<file path="src/rtl/microgreen_result_uart_tx.sv">
`default_nettype none
// ============================================================================
//  Module      : microgreen_result_uart_tx
//  Description : Captures one microgreen BNN classifier result per rising edge
//                of the ready bit into a small FIFO, then streams each result
//                off-chip as a 2-byte UART 8N1 frame: sync byte 0xA5 followed
//                by the raw result byte.
//  Revision    : 1.0 - initial release
// ============================================================================
module microgreen_result_uart_tx #(
    parameter int CLKS_PER_BIT = 434,
    parameter int FIFO_DEPTH   = 4
) (
    input  logic                          clk,
    input  logic                          rst,
    input  logic                          ena,
    input  logic [7:0]                    res_in,
    output logic                          tx,
    output logic                          busy,
    output logic                          overflow,
    output logic [$clog2(FIFO_DEPTH):0]   fifo_level
);

    localparam int                  c_ADDR_W    = $clog2(FIFO_DEPTH);
    localparam int                  c_CNT_W     = (CLKS_PER_BIT > 1) ? $clog2(CLKS_PER_BIT) : 1;
    localparam logic [c_CNT_W-1:0]  c_BAUD_LAST = c_CNT_W'(CLKS_PER_BIT - 1);
    localparam logic [c_ADDR_W:0]   c_FULL      = (c_ADDR_W + 1)'(FIFO_DEPTH);
    localparam logic [7:0]          c_SYNC      = 8'hA5;

    typedef enum logic [1:0] {
        S_IDLE  = 2'd0,
        S_START = 2'd1,
        S_DATA  = 2'd2,
        S_STOP  = 2'd3
    } state_t;

    // Result FIFO storage and bookkeeping
    logic [7:0]           r_mem [FIFO_DEPTH];
    logic [c_ADDR_W-1:0]  r_wr_ptr;
    logic [c_ADDR_W-1:0]  r_rd_ptr;
    logic [c_ADDR_W:0]    r_level;
    logic                 r_overflow;
    logic                 r_ready_q;

    // Transmitter state
    state_t               r_state;
    logic                 r_byte_sel;   // 0 = sync byte on the line, 1 = result byte
    logic [7:0]           r_shift;
    logic [7:0]           r_result;
    logic [2:0]           r_bit;
    logic [c_CNT_W-1:0]   r_baud;
    logic                 r_tx;

    logic                 w_full;
    logic                 w_empty;
    logic                 w_push_req;
    logic                 w_push;
    logic                 w_pop;
    logic                 w_tick;

    assign w_full     = (r_level == c_FULL);
    assign w_empty    = (r_level == '0);
    assign w_push_req = ena && res_in[3] && !r_ready_q;
    assign w_pop      = ena && (r_state == S_IDLE) && !w_empty;
    // A full FIFO still accepts a push when the same cycle pops a slot free.
    assign w_push     = w_push_req && (!w_full || w_pop);
    assign w_tick     = (r_baud == c_BAUD_LAST);

    // FIFO data array: written at the write pointer on every accepted push
    always_ff @(posedge clk) begin
        if (w_push) begin
            r_mem[r_wr_ptr] <= res_in;
        end
    end

    // Ready edge detection, FIFO pointers, occupancy and sticky overflow
    always_ff @(posedge clk) begin
        if (rst) begin
            r_ready_q  <= 1'b0;
            r_wr_ptr   <= '0;
            r_rd_ptr   <= '0;
            r_level    <= '0;
            r_overflow <= 1'b0;
        end else if (ena) begin
            r_ready_q <= res_in[3];
            if (w_push) begin
                r_wr_ptr <= r_wr_ptr + c_ADDR_W'(1);
            end
            if (w_pop) begin
                r_rd_ptr <= r_rd_ptr + c_ADDR_W'(1);
            end
            if (w_push && !w_pop) begin
                r_level <= r_level + (c_ADDR_W + 1)'(1);
            end else if (w_pop && !w_push) begin
                r_level <= r_level - (c_ADDR_W + 1)'(1);
            end
            if (w_push_req && !w_push) begin
                r_overflow <= 1'b1;
            end
        end
    end

    // UART framing FSM: sync byte then result byte, 8N1, LSB first, registered tx
    always_ff @(posedge clk) begin
        if (rst) begin
            r_state    <= S_IDLE;
            r_byte_sel <= 1'b0;
            r_shift    <= '0;
            r_result   <= '0;
            r_bit      <= '0;
            r_baud     <= '0;
            r_tx       <= 1'b1;
        end else if (ena) begin
            case (r_state)
                S_IDLE: begin
                    r_tx   <= 1'b1;
                    r_baud <= '0;
                    if (w_pop) begin
                        r_result   <= r_mem[r_rd_ptr];
                        r_shift    <= c_SYNC;
                        r_byte_sel <= 1'b0;
                        r_state    <= S_START;
                    end
                end
                S_START: begin
                    r_tx <= 1'b0;
                    if (w_tick) begin
                        r_baud  <= '0;
                        r_bit   <= '0;
                        r_state <= S_DATA;
                    end else begin
                        r_baud <= r_baud + c_CNT_W'(1);
                    end
                end
                S_DATA: begin
                    r_tx <= r_shift[0];
                    if (w_tick) begin
                        r_baud  <= '0;
                        r_shift <= {1'b0, r_shift[7:1]};
                        if (r_bit == 3'd7) begin
                            r_state <= S_STOP;
                        end else begin
                            r_bit <= r_bit + 3'd1;
                        end
                    end else begin
                        r_baud <= r_baud + c_CNT_W'(1);
                    end
                end
                S_STOP: begin
                    r_tx <= 1'b1;
                    if (w_tick) begin
                        r_baud <= '0;
                        if (!r_byte_sel) begin
                            // Sync byte done: result byte follows with no idle gap
                            r_shift    <= r_result;
                            r_byte_sel <= 1'b1;
                            r_state    <= S_START;
                        end else begin
                            r_state <= S_IDLE;
                        end
                    end else begin
                        r_baud <= r_baud + c_CNT_W'(1);
                    end
                end
                default: begin
                    r_state <= S_IDLE;
                end
            endcase
        end
    end

    assign tx         = r_tx;
    assign busy       = (r_state != S_IDLE) || !w_empty;
    assign overflow   = r_overflow;
    assign fifo_level = r_level;

endmodule
`default_nettype wire
</file>
<file path="config.mk">
export PLATFORM = sky130hd
export DESIGN_NAME = microgreen_result_uart_tx
export DESIGN_NICKNAME = d
export VERILOG_FILES = /design/src/rtl/microgreen_result_uart_tx.sv
export SDC_FILE = /design/constraint.sdc
export NUM_CORES = 1
export LEC_CHECK = 0
export BUFFER_PORTS_ARGS = -buffer_cell sky130_fd_sc_hd__buf_4
export CAP_MARGIN = 40
export CORE_MARGIN = 2
export CORE_UTILIZATION = 30
export CTS_BUF_LIST = sky130_fd_sc_hd__clkbuf_8
export DETAILED_ROUTE_END_ITERATION = 12
export GPL_TIMING_DRIVEN = 0
export HOLD_SLACK_MARGIN = 0.03
export PLACE_DENSITY = 0.42
export SKIP_CTS_REPAIR_TIMING = 1
export SLEW_MARGIN = 15
export SYNTH_ARGS = -nofsm -noshare
export SYNTH_HDL_FRONTEND = slang
export SYNTH_SLANG_ARGS = --single-unit
</file>
<file path="constraint.sdc">
create_clock -name clk -period 3 [get_ports clk]
set_clock_uncertainty 0.15 [all_clocks]
set_input_delay 0 -clock clk [delete_from_list [all_inputs] [get_ports clk]]
set_output_delay 0 -clock clk [all_outputs]
set_load 0.02 [all_outputs]
</file>
==> flow_metrics.tcl, run 1 <==
set metrics [dict create \
    report.final.slew_viol_count 0 \
    endpoint_kind "flop" \
    critPathLaunchType "flop" \
    portBuffers 15 \
    synth_compound_gate_area_share_pct 11.3 \
    p_per_area_mw_per_mm2 720 \
    area_growth_pct 18.0 \
    drtAntennaViolNets 0 \
    cts_tree "built" \
    antenna_cells 0 \
    worst_pin_slew_ns 0.757 \
    synth.distinct_cells 46 \
    synth_mux_area_share_pct 7.17 \
    outcome "finished clean" \
    fmax_mhz 374 \
    cts_max_level 3 \
    antenna_found_initial 0 \
    grt_overflow 0 \
    grt_max_degree 15 \
    core_mm2 0.0104 \
    die_w_um 107 \
    wl_per_cell_um 14.2 \
    grt_pass1_wl_um 10700 \
    clock-sinks 73 \
    drv_cap 0 \
    finalSetupViolCount 0 \
    finalCriticalPeriod_ns 2.68 \
    synth-adder-area-share_pct 6.08 \
    dp_hpwl_um 4340 \
    cts_buffers 9 \
    syn_area_per_cell_um2 11.7 \
    ys_seq_area_share_pct 55.5 \
    cp.required_ns 3.07 \
    num_vias 2109 \
    rsz0062_at_grt "false" \
    cts_buffer_depth 2 \
    cts_root_buffer "clkbuf_8" \
    syn_nets 301 \
    grt_pass1_vias 2037 \
    critPathKind "flop to flop" \
    drt-total-wl_um 6380 \
    hold_viol_final 0 \
    irDropWorstVdd_v 0.000212 \
    syn_inst 275 \
    first_pass_iters 4 \
    dieArea_mm2 0.0115 \
    finalSetupTns_ns 0 \
    yosysWarnings 0 \
    worstHoldPathType "input pin to flop" \
    die_h_um 107 \
    synthSimpleGateAreaFrac_pct 13.3 \
    gp_congestion 0.771 \
    p_total_mw 2.73 \
    syn_area_mm2 0.00321 \
    pin_count 17 \
    drc_errors 0 \
    yosys_register_bits 73 \
    synth-xor-area-share_pct 3.54 \
    track_usage_pct 12.2 \
    crit_fanout 7 \
    post-route-period-util_pct 89.2 \
    start_util_pct 31.0 \
    via_per_inst 4.68 \
    maxSlewHeadroom_pct 49.2 \
    rows 37 \
    path_clk_slew_ns 0.08 \
    fillers 1068 \
    drt-initial-drc-count 61 \
    power_leakage_nw 1.27 \
    synth_top_family_by_area "simple AND/OR/NAND/NOR gates" \
    clk_latency_ns 0.35 \
    arrival_ns 2.74 \
    fin_nets 336 \
    drive_above_1_share_pct 17.5 \
]
==> sequential cells by signal, summed over array words and instances (netlist names), 2 cells and up <==
register	flops
r_shift	8
r_rd_ptr	2
r_result	8
r_mem	32
r_bit	3
fifo_level	3
r_state	2
r_baud	9
r_wr_ptr	2
==> through the flow <==
stage / instances / utilization (%) / hold slack, ns / area (um^2) / setup WS, ns
after global routing: 451 / 36.6 / 0.155 / 3790 / 0.135
after detailed placement: 426 / 33.7 / 0.0566 / 3490 / 0.154
after global placement: 426 / 33.7 / 0.0518 / 3490 / 0.153
after floorplan: 275 / - / -0.0511 / 3210 / 0.557
final: 451 / 36.6 / 0.118 / 3790 / 0.323
after CTS: 442 / 35.6 / -0.318 / 3690 / 0.112
==> final cells by class <==
type / instances / area [um^2] / area share, %
flip-flops and latches: 73 / 1780 / 47.0
multi-input cells: 179 / 1330 / 35.2
repair buffers: 24 / 203 / 5.35
well taps: 136 / 170 / 4.49
clock buffers: 9 / 124 / 3.27
clock inverters: 7 / 76.3 / 2.01
plain buffers: 14 / 68.8 / 1.82
inverters: 9 / 33.8 / 0.891
==> synth_stat cells, drive strengths merged <==
library cell,count,share of area (%)
dfxtp,41,26
nand2,35,4.1
edfxtp,32,30
a21oi,22,3.4
nor2,20,2.3
ha,14,5.5
clkbuf,10,1.2
inv,8,0.93
mux4,8,5.6
xnor2,8,2.2
a211oi,7,1.6
a22oi,7,1.6
and2,5,1.1
mux2i,5,1.6
xor2,5,1.4
buf,4,0.97
nor3,4,0.62
o21ai,4,0.62
a311oi,3,1.4
nand3b,3,0.70
nand4,3,0.58
nor2b,3,0.58
or2,3,0.58
a21o,2,0.47
nand3,2,0.31
a2bb2oi,1,0.27
a31oi,1,0.19
and3,1,0.19
and4b,1,0.31
and4bb,1,0.39
clkinv,1,0.12
fa,1,0.62
nand4b,1,0.27
nand4bb,1,0.35
o2111ai,1,0.27
o21ba,1,0.31
o221a,1,0.35
o311a,1,0.31
o41a,1,0.35
or3,1,0.19
or3b,1,0.27
or4b,1,0.43
==> logic make-up (layout without fill, tap and decap cells) <==
group                    count (synthesis)  after routing
buffers and inverters                   23             63
AO/OA/AOI/OAI                           52             52
AND/OR/NAND/NOR                         86             86
adder cells (fa/ha/maj)                 15             15
flip-flops                              73             73
XOR/XNOR                                13             13
multiplexers                            13             13
==> layer usage <==
layer	routed length, um	track usage, %	vias to the layer above
met4	67	4.67	0
met1	3160	16.9	1014
met3	212	3.15	8
li1	-	-	1059
met2	2950	18.4	28
met5	0	0	-
==> final timing paths <==
kind | from | to | slack (ns) | cells after the start
min reg2reg | r_bit[2] | r_bit[2] | 0.32 | 2
max | r_state[0] | fifo_level[2] | 0.32 | 11
min | ena | r_state[1] | 0.12 | 4
max reg2reg | r_state[0] | fifo_level[2] | 0.32 | 11
==> worst max-delay path, cell delays in order (launching register included) <==
cell and delay [ns]:
dfxtp_1 0.33, inv_1 0.14, ha_1 0.25, nand2_1 0.11
a31oi_2 0.42, ha_1 0.26, inv_1 0.06, fa_1 0.37
xnor2_1 0.17, nand2_1 0.08, xor2_1 0.15, nor2_1 0.05
==> cells in the final DEF, fill, tap and decap left out, types with 4 or more instances in the layout <==
cell type      instances
xor2_1                 5
dfxtp_1               41
a211oi_1               7
and2_1                 4
clkbuf_1              10
a22oi_1                7
dlygate4sd3_1          9
nand2_1               35
mux4_2                 8
a21oi_1               22
inv_1                  8
ha_1                  14
xnor2_1                8
buf_4                 15
edfxtp_1              32
nor3_1                 4
nor2_1                20
mux2i_1                5
clkbuf_8               9
==> power breakdown <==
part	leakage [nW]	internal [mW]	total [mW]	switching, mW
sequential	0.623	1.15	1.22	0.0740
clock	0.0928	0.391	0.792	0.401
combinational	0.558	0.332	0.718	0.386
total	1.27	1.87	2.73	0.861
(Power assumes the default switching activity.)
==> inputs of run 2 (changes only) <==
--- a/config.mk
+++ b/config.mk
@@ -13,7 +13,7 @@
 export DETAILED_ROUTE_END_ITERATION = 12
 export GPL_TIMING_DRIVEN = 0
 export HOLD_SLACK_MARGIN = 0.03
-export PLACE_DENSITY = 0.42
+export PLACE_DENSITY = 0.44
 export SKIP_CTS_REPAIR_TIMING = 1
 export SLEW_MARGIN = 15
 export SYNTH_ARGS = -nofsm -noshare
==> constraint.sdc (replaced) <==
create_clock -name clk -period 2.45 [get_ports clk]
set_clock_uncertainty 0.15 [all_clocks]
set_input_delay 0 -clock clk [delete_from_list [all_inputs] [get_ports clk]]
set_output_delay 0 -clock clk [all_outputs]
set_load 0.02 [all_outputs]
==> flow_metrics.tcl, run 2 (synthesis gave the netlist of run 1 again) <==
set metrics [dict create \
    clock-sinks 73 \
    critPathKind "flop to flop" \
    portBuffers 15 \
    drt-initial-drc-count 90 \
    post-place-ws_ns -0.358 \
    finalSetupViolCount 0 \
    core_mm2 0.0104 \
    report.final.slew_viol_count 0 \
    reg2reg_slack_ns 0.15 \
    largest_reg_flops 32 \
    endpoint_kind "flop" \
    die_h_um 107 \
    cts_buffer_depth 2 \
    start_util_pct 31.0 \
    num_vias 2133 \
    cts_buffers 9 \
    final_common_cell "dfxtp_1" \
    track_usage_pct 12.5 \
    p_per_area_mw_per_mm2 879 \
    grt_pass1_wl_um 11000 \
    grt_overflow 0 \
    drive_above_1_share_pct 19.6 \
    gp_congestion 0.731 \
    maxSlewHeadroom_pct 61.4 \
    power_leakage_nw 1.29 \
    setup_slack_ns 0.152 \
    grt_max_degree 15 \
    antenna_found_initial 0 \
    crit_end "fifo_level[2]" \
    critPathLaunchType "flop" \
    largestRegisters "r_mem (32), r_baud (9)" \
    arrival_ns 2.38 \
    dp_hpwl_um 4390 \
    drc_errors 0 \
    antenna_cells 0 \
    crit_fanout 5 \
    path_clk_slew_ns 0.08 \
    drt-total-wl_um 6400 \
    outcome "finished clean" \
    fin_nets 337 \
    cts_max_level 3 \
    rows 37 \
    largest-register "r_mem" \
    worstHoldPathType "input pin to flop" \
    reg2reg_from "r_state[1]" \
    cts_root_buffer "clkbuf_8" \
    first_pass_iters 4 \
    drv_cap 0 \
    pin_count 17 \
    cts_tree "built" \
    area_growth_pct 19.4 \
    drtAntennaViolNets 0 \
    worst-r2r-cell-count 11 \
    irDropWorstVdd_v 0.000372 \
    clk_latency_ns 0.35 \
    fin_hold_ws_ns 0.0739 \
    finalCriticalPeriod_ns 2.30 \
    dieArea_mm2 0.0115 \
    worst_pin_slew_ns 0.578 \
    hold_viol_final 0 \
    grt_pass1_vias 2122 \
    worstSetupStartpoint "r_state[1]" \
    die_w_um 107 \
    mostFrequentLayoutCells "dfxtp_1, nand2_1, edfxtp_1" \
    r2r-end "fifo_level[2]" \
    p_total_mw 3.37 \
    cp.required_ns 2.53 \
    post-route-period-util_pct 93.8 \
    via_per_inst 4.72 \
    wl_per_cell_um 14.2 \
    fmax_mhz 435 \
]
[run 2: cell types whose count changed in the layout (fill, tap and decap cells not counted)]
| cell | change |
|---|---|
| ha_2 | +1 |
| inv_2 | +2 |
| a31oi_2 | -1 |
| clkinv_4 | +1 |
| ha_1 | -2 |
| inv_1 | -2 |
| o21ai_2 | +1 |
| ha_4 | +1 |
| o21ai_1 | -1 |
| a31oi_4 | +1 |
| buf_4 | +2 |
| clkbuf_1 | -1 |
| clkinvlp_2 | -1 |
[run 2: routing by layer]
metal | up-vias | wire length, um | track usage [%]
li1 | 1066 | - | -
met1 | 1022 | 3060 | 16.4
met2 | 36 | 2990 | 19.8
met3 | 9 | 252 | 3.09
met4 | 0 | 92 | 5.22
met5 | - | 0 | 0
[run 2: stage by stage]
stage / TNS [ns] / std cells / util [%] / area, um^2
global placement: -0.530 / 426 / 33.7 / 3490
detailed placement: -0.537 / 426 / 33.7 / 3490
finish: 0 / 452 / 37.0 / 3830
global route: -0.0213 / 452 / 37.0 / 3830
floorplan: 0 / 275 / - / 3210
CTS: -0.609 / 442 / 35.6 / 3690
[run 2: worst min-delay path by stage]
stage,startpoint,endpoint,slack [ns],depth (start not counted)
finish,ena,r_state[0],0.07,4
CTS,res_in[2],r_mem[0][2],-0.33,1
global placement,res_in[1],r_mem[2][1],0.05,1
global route,ena,r_state[1],0.14,4
detailed placement,res_in[6],r_mem[3][6],0.06,1
floorplan,res_in[0],r_mem[0][0],-0.05,0
[run 2: critical path, stage by stage, from the launching register on]
cell     delay [ns]
dfxtp_1        0.37
inv_2          0.09
ha_2           0.19
nand2_1        0.11
a31oi_4        0.26
ha_4           0.16
inv_1          0.04
fa_1           0.37
xnor2_1        0.17
nand2_1        0.08
xor2_1         0.15
nor2_1         0.05
[run 2: area by class of cell]
| cell class | count | area [um^2] |
|---|---|---|
| fill | 1062 | 6540 |
| buffer | 13 | 65.1 |
| timing repair buffer | 26 | 218 |
| multi-input combinational | 179 | 1360 |
| sequential | 73 | 1780 |
| inverter | 9 | 37.5 |
| clock inverter | 7 | 76.3 |
| clock buffer | 9 | 124 |
| tap | 136 | 170 |
[run 2: power breakdown]
part	total [mW]	leakage, nW	internal (mW)	switching, mW
sequential	1.50	0.623	1.40	0.0942
combinational	0.896	0.567	0.421	0.475
clock	0.976	0.0983	0.479	0.497
total	3.37	1.29	2.30	1.07
==> inputs of run 3 (changes only) <==
--- a/config.mk
+++ b/config.mk
@@ -5,15 +5,15 @@
 export SDC_FILE = /design/constraint.sdc
 export NUM_CORES = 1
 export LEC_CHECK = 0
+export ABC_AREA = 1
 export BUFFER_PORTS_ARGS = -buffer_cell sky130_fd_sc_hd__buf_4
 export CAP_MARGIN = 40
 export CORE_MARGIN = 2
 export CORE_UTILIZATION = 30
-export CTS_BUF_LIST = sky130_fd_sc_hd__clkbuf_8
 export DETAILED_ROUTE_END_ITERATION = 12
 export GPL_TIMING_DRIVEN = 0
 export HOLD_SLACK_MARGIN = 0.03
-export PLACE_DENSITY = 0.44
+export PLACE_DENSITY = 0.43
 export SKIP_CTS_REPAIR_TIMING = 1
 export SLEW_MARGIN = 15
 export SYNTH_ARGS = -nofsm -noshare
==> flow_metrics.tcl, run 3 <==
set metrics [dict create \
    async_flop_share_pct 0 \
    syn_inst 368 \
    wl_per_cell_um 13.1 \
    first_pass_iters 4 \
    track_usage_pct 13.1 \
    power_leakage_nw 1.58 \
    drive_above_1_share_pct 18.4 \
    ys.flop_type "dfxtp_1" \
    p_int_mw 2.20 \
    fmax_mhz 437 \
    finalSetupViolCount 0 \
    irDropWorstVdd_v 0.000406 \
    crit_top_cell "inv_1" \
    dieArea_mm2 0.0121 \
    drtAntennaViolNets 0 \
    antenna_found_initial 0 \
    via_per_inst 4.50 \
    syn_nets 394 \
    die_w_um 110 \
    worst_pin_slew_ns 0.812 \
    mostFrequentLayoutCells "nor2_1, nand2_1, dfxtp_1" \
    synth_area_leader_cell "edfxtp_1" \
    portBuffers 15 \
    p_switching_mw 1.08 \
    grt_pass1_wl_um 11700 \
    yosysMostFrequentCell "nor2_1" \
    slowest_stage "dfxtp_2" \
    critPathKind "flop to flop" \
    synth_top_area_share_pct 28.5 \
    arrival_ns 2.40 \
    finalSetupTns_ns 0 \
    grt_use_met1_pct 16.6 \
    yosysWarnings 0 \
    cts_buffer_depth 2 \
    drv_cap 0 \
    start_util_pct 30.9 \
    yosys_register_bits 73 \
    grt_max_degree 14 \
    rsz0062_at_grt "false" \
    cts_tree "built" \
    finalCriticalPeriod_ns 2.29 \
    clockPowerShare_pct 29.1 \
    endpoint_kind "flop" \
    largestRegisters "r_mem (32), r_baud (9)" \
    post-route-period-util_pct 93.3 \
    cts_root_buffer "clkbuf_8" \
    fin_hold_ws_ns 0.228 \
    largest-register "r_mem" \
    p_comb_share_pct 25.5 \
    drt-initial-drc-count 70 \
    crit_fanout 9 \
    post-route-util_pct 36.8 \
    rows 38 \
    worstHoldPathType "input pin to flop" \
    drt-total-wl_um 7250 \
    fin_nets 434 \
    synth.distinct_cells 33 \
    grt.busiest_layer "met2" \
    gp_congestion 0.754 \
    outcome "finished clean" \
    grt_overflow 0 \
    synth_common_cells "nor2_1, nand2_1, dfxtp_1, o21ai_0" \
    report.final.slew_viol_count 0 \
    antenna_cells 0 \
    clk_latency_ns 0.36 \
    maxSlewHeadroom_pct 45.7 \
    largest_reg_flops 32 \
    swShare_pct 32.9 \
    cts_max_level 3 \
    final_common_cell "nor2_1" \
    die_h_um 110 \
    cp.required_ns 2.56 \
    gr-usage-met2_pct 20.6 \
    drc_errors 0 \
    use_met3_pct 2.82 \
    cts_buffers 9 \
    cp_top_family "adder cells" \
    pin_count 17 \
    pwr-share-seq_pct 45.4 \
    slowest_delay_ns 0.35 \
    synth_edf_count 32 \
    critPathLaunchType "flop" \
    critical_path_buf_inv_count 4 \
    p_per_area_mw_per_mm2 820 \
    syn_area_per_cell_um2 9.16 \
    num_vias 2489 \
    area_growth_pct 18.8 \
    ys_seq_area_share_pct 52.9 \
    synth.area.top_cells "edfxtp_1, dfxtp_1, nor2_1, o21ai_0, nand2_1" \
    path_clk_slew_ns 0.08 \
    syn_area_mm2 0.00337 \
    clock-sinks 73 \
    grt_pass1_vias 2367 \
    hold_viol_final 0 \
    dp_hpwl_um 5130 \
    path_cells "inv_2 -> ha_4 -> nand2_2 -> nand3_1 -> nand2_4 -> inv_1 -> ha_1 -> inv_1 -> fa_1 -> inv_1 -> a21oi_1 -> o21ai_0 -> nand2_1 -> nand2_1 -> nor2_1" \
    core_mm2 0.0109 \
]
## run 3: worst paths after layout
kind               from            end  slack [ns]  depth (start not counted)
max          r_state[0]  fifo_level[2]        0.16                         15
min           res_in[1]    r_mem[0][1]        0.23                          2
max reg2reg  r_state[0]  fifo_level[2]        0.16                         15
min reg2reg  r_shift[4]     r_shift[4]        0.32                          2
## run 3: area by class of cell
cell class              count  area [um^2]
multi-input cells         246         1370
plain buffers              14          100
fillers                  1132         6890
inverters                  35          131
clock buffers              10          128
flip-flops and latches     73         1780
well taps                 140          175
repair buffers             29          243
clock inverters             6         67.6
## run 3: layer usage
layer	share of wire (%)	up-vias	wire length, um
met1	50	1150	3600
li1	-	1302	-
met5	0	-	0
met4	1.6	0	119
met3	2.7	9	199
met2	46	28	3330
## run 3: metrics by stage
stage                     instance area, um^2  power [mW]  setup slack (ns)  std cells
after global placement                   3660        2.31           -0.0594        523
after detailed placement                 3660        2.32           -0.0983        523
final                                    4000        3.28             0.163        553
after CTS                                3850        3.28            -0.112        539
after global routing                     4000        3.49            0.0169        553
after floorplan                          3370        2.08             0.208        368
## run 3: power by group through the flow
stage | clock (mW) | combinational, mW | sequential (mW)
5_1_grt | 1.04 | 0.946 | 1.51
4_1_cts | 0.991 | 0.804 | 1.49
3_5_place_dp | 0 | 0.800 | 1.52
6_report | 0.954 | 0.838 | 1.49
3_3_place_gp | 0 | 0.797 | 1.51
2_1_floorplan | 0 | 0.570 | 1.51
## run 3: kinds of logic after synthesis
logic type	share of synthesized area (%)
buffers and inverters	6.87
AND/OR/NAND/NOR	20.2
AO/OA/AOI/OAI	13.0
XOR/XNOR	1.30
flip-flops	52.9
adder cells (fa/ha/maj)	5.79
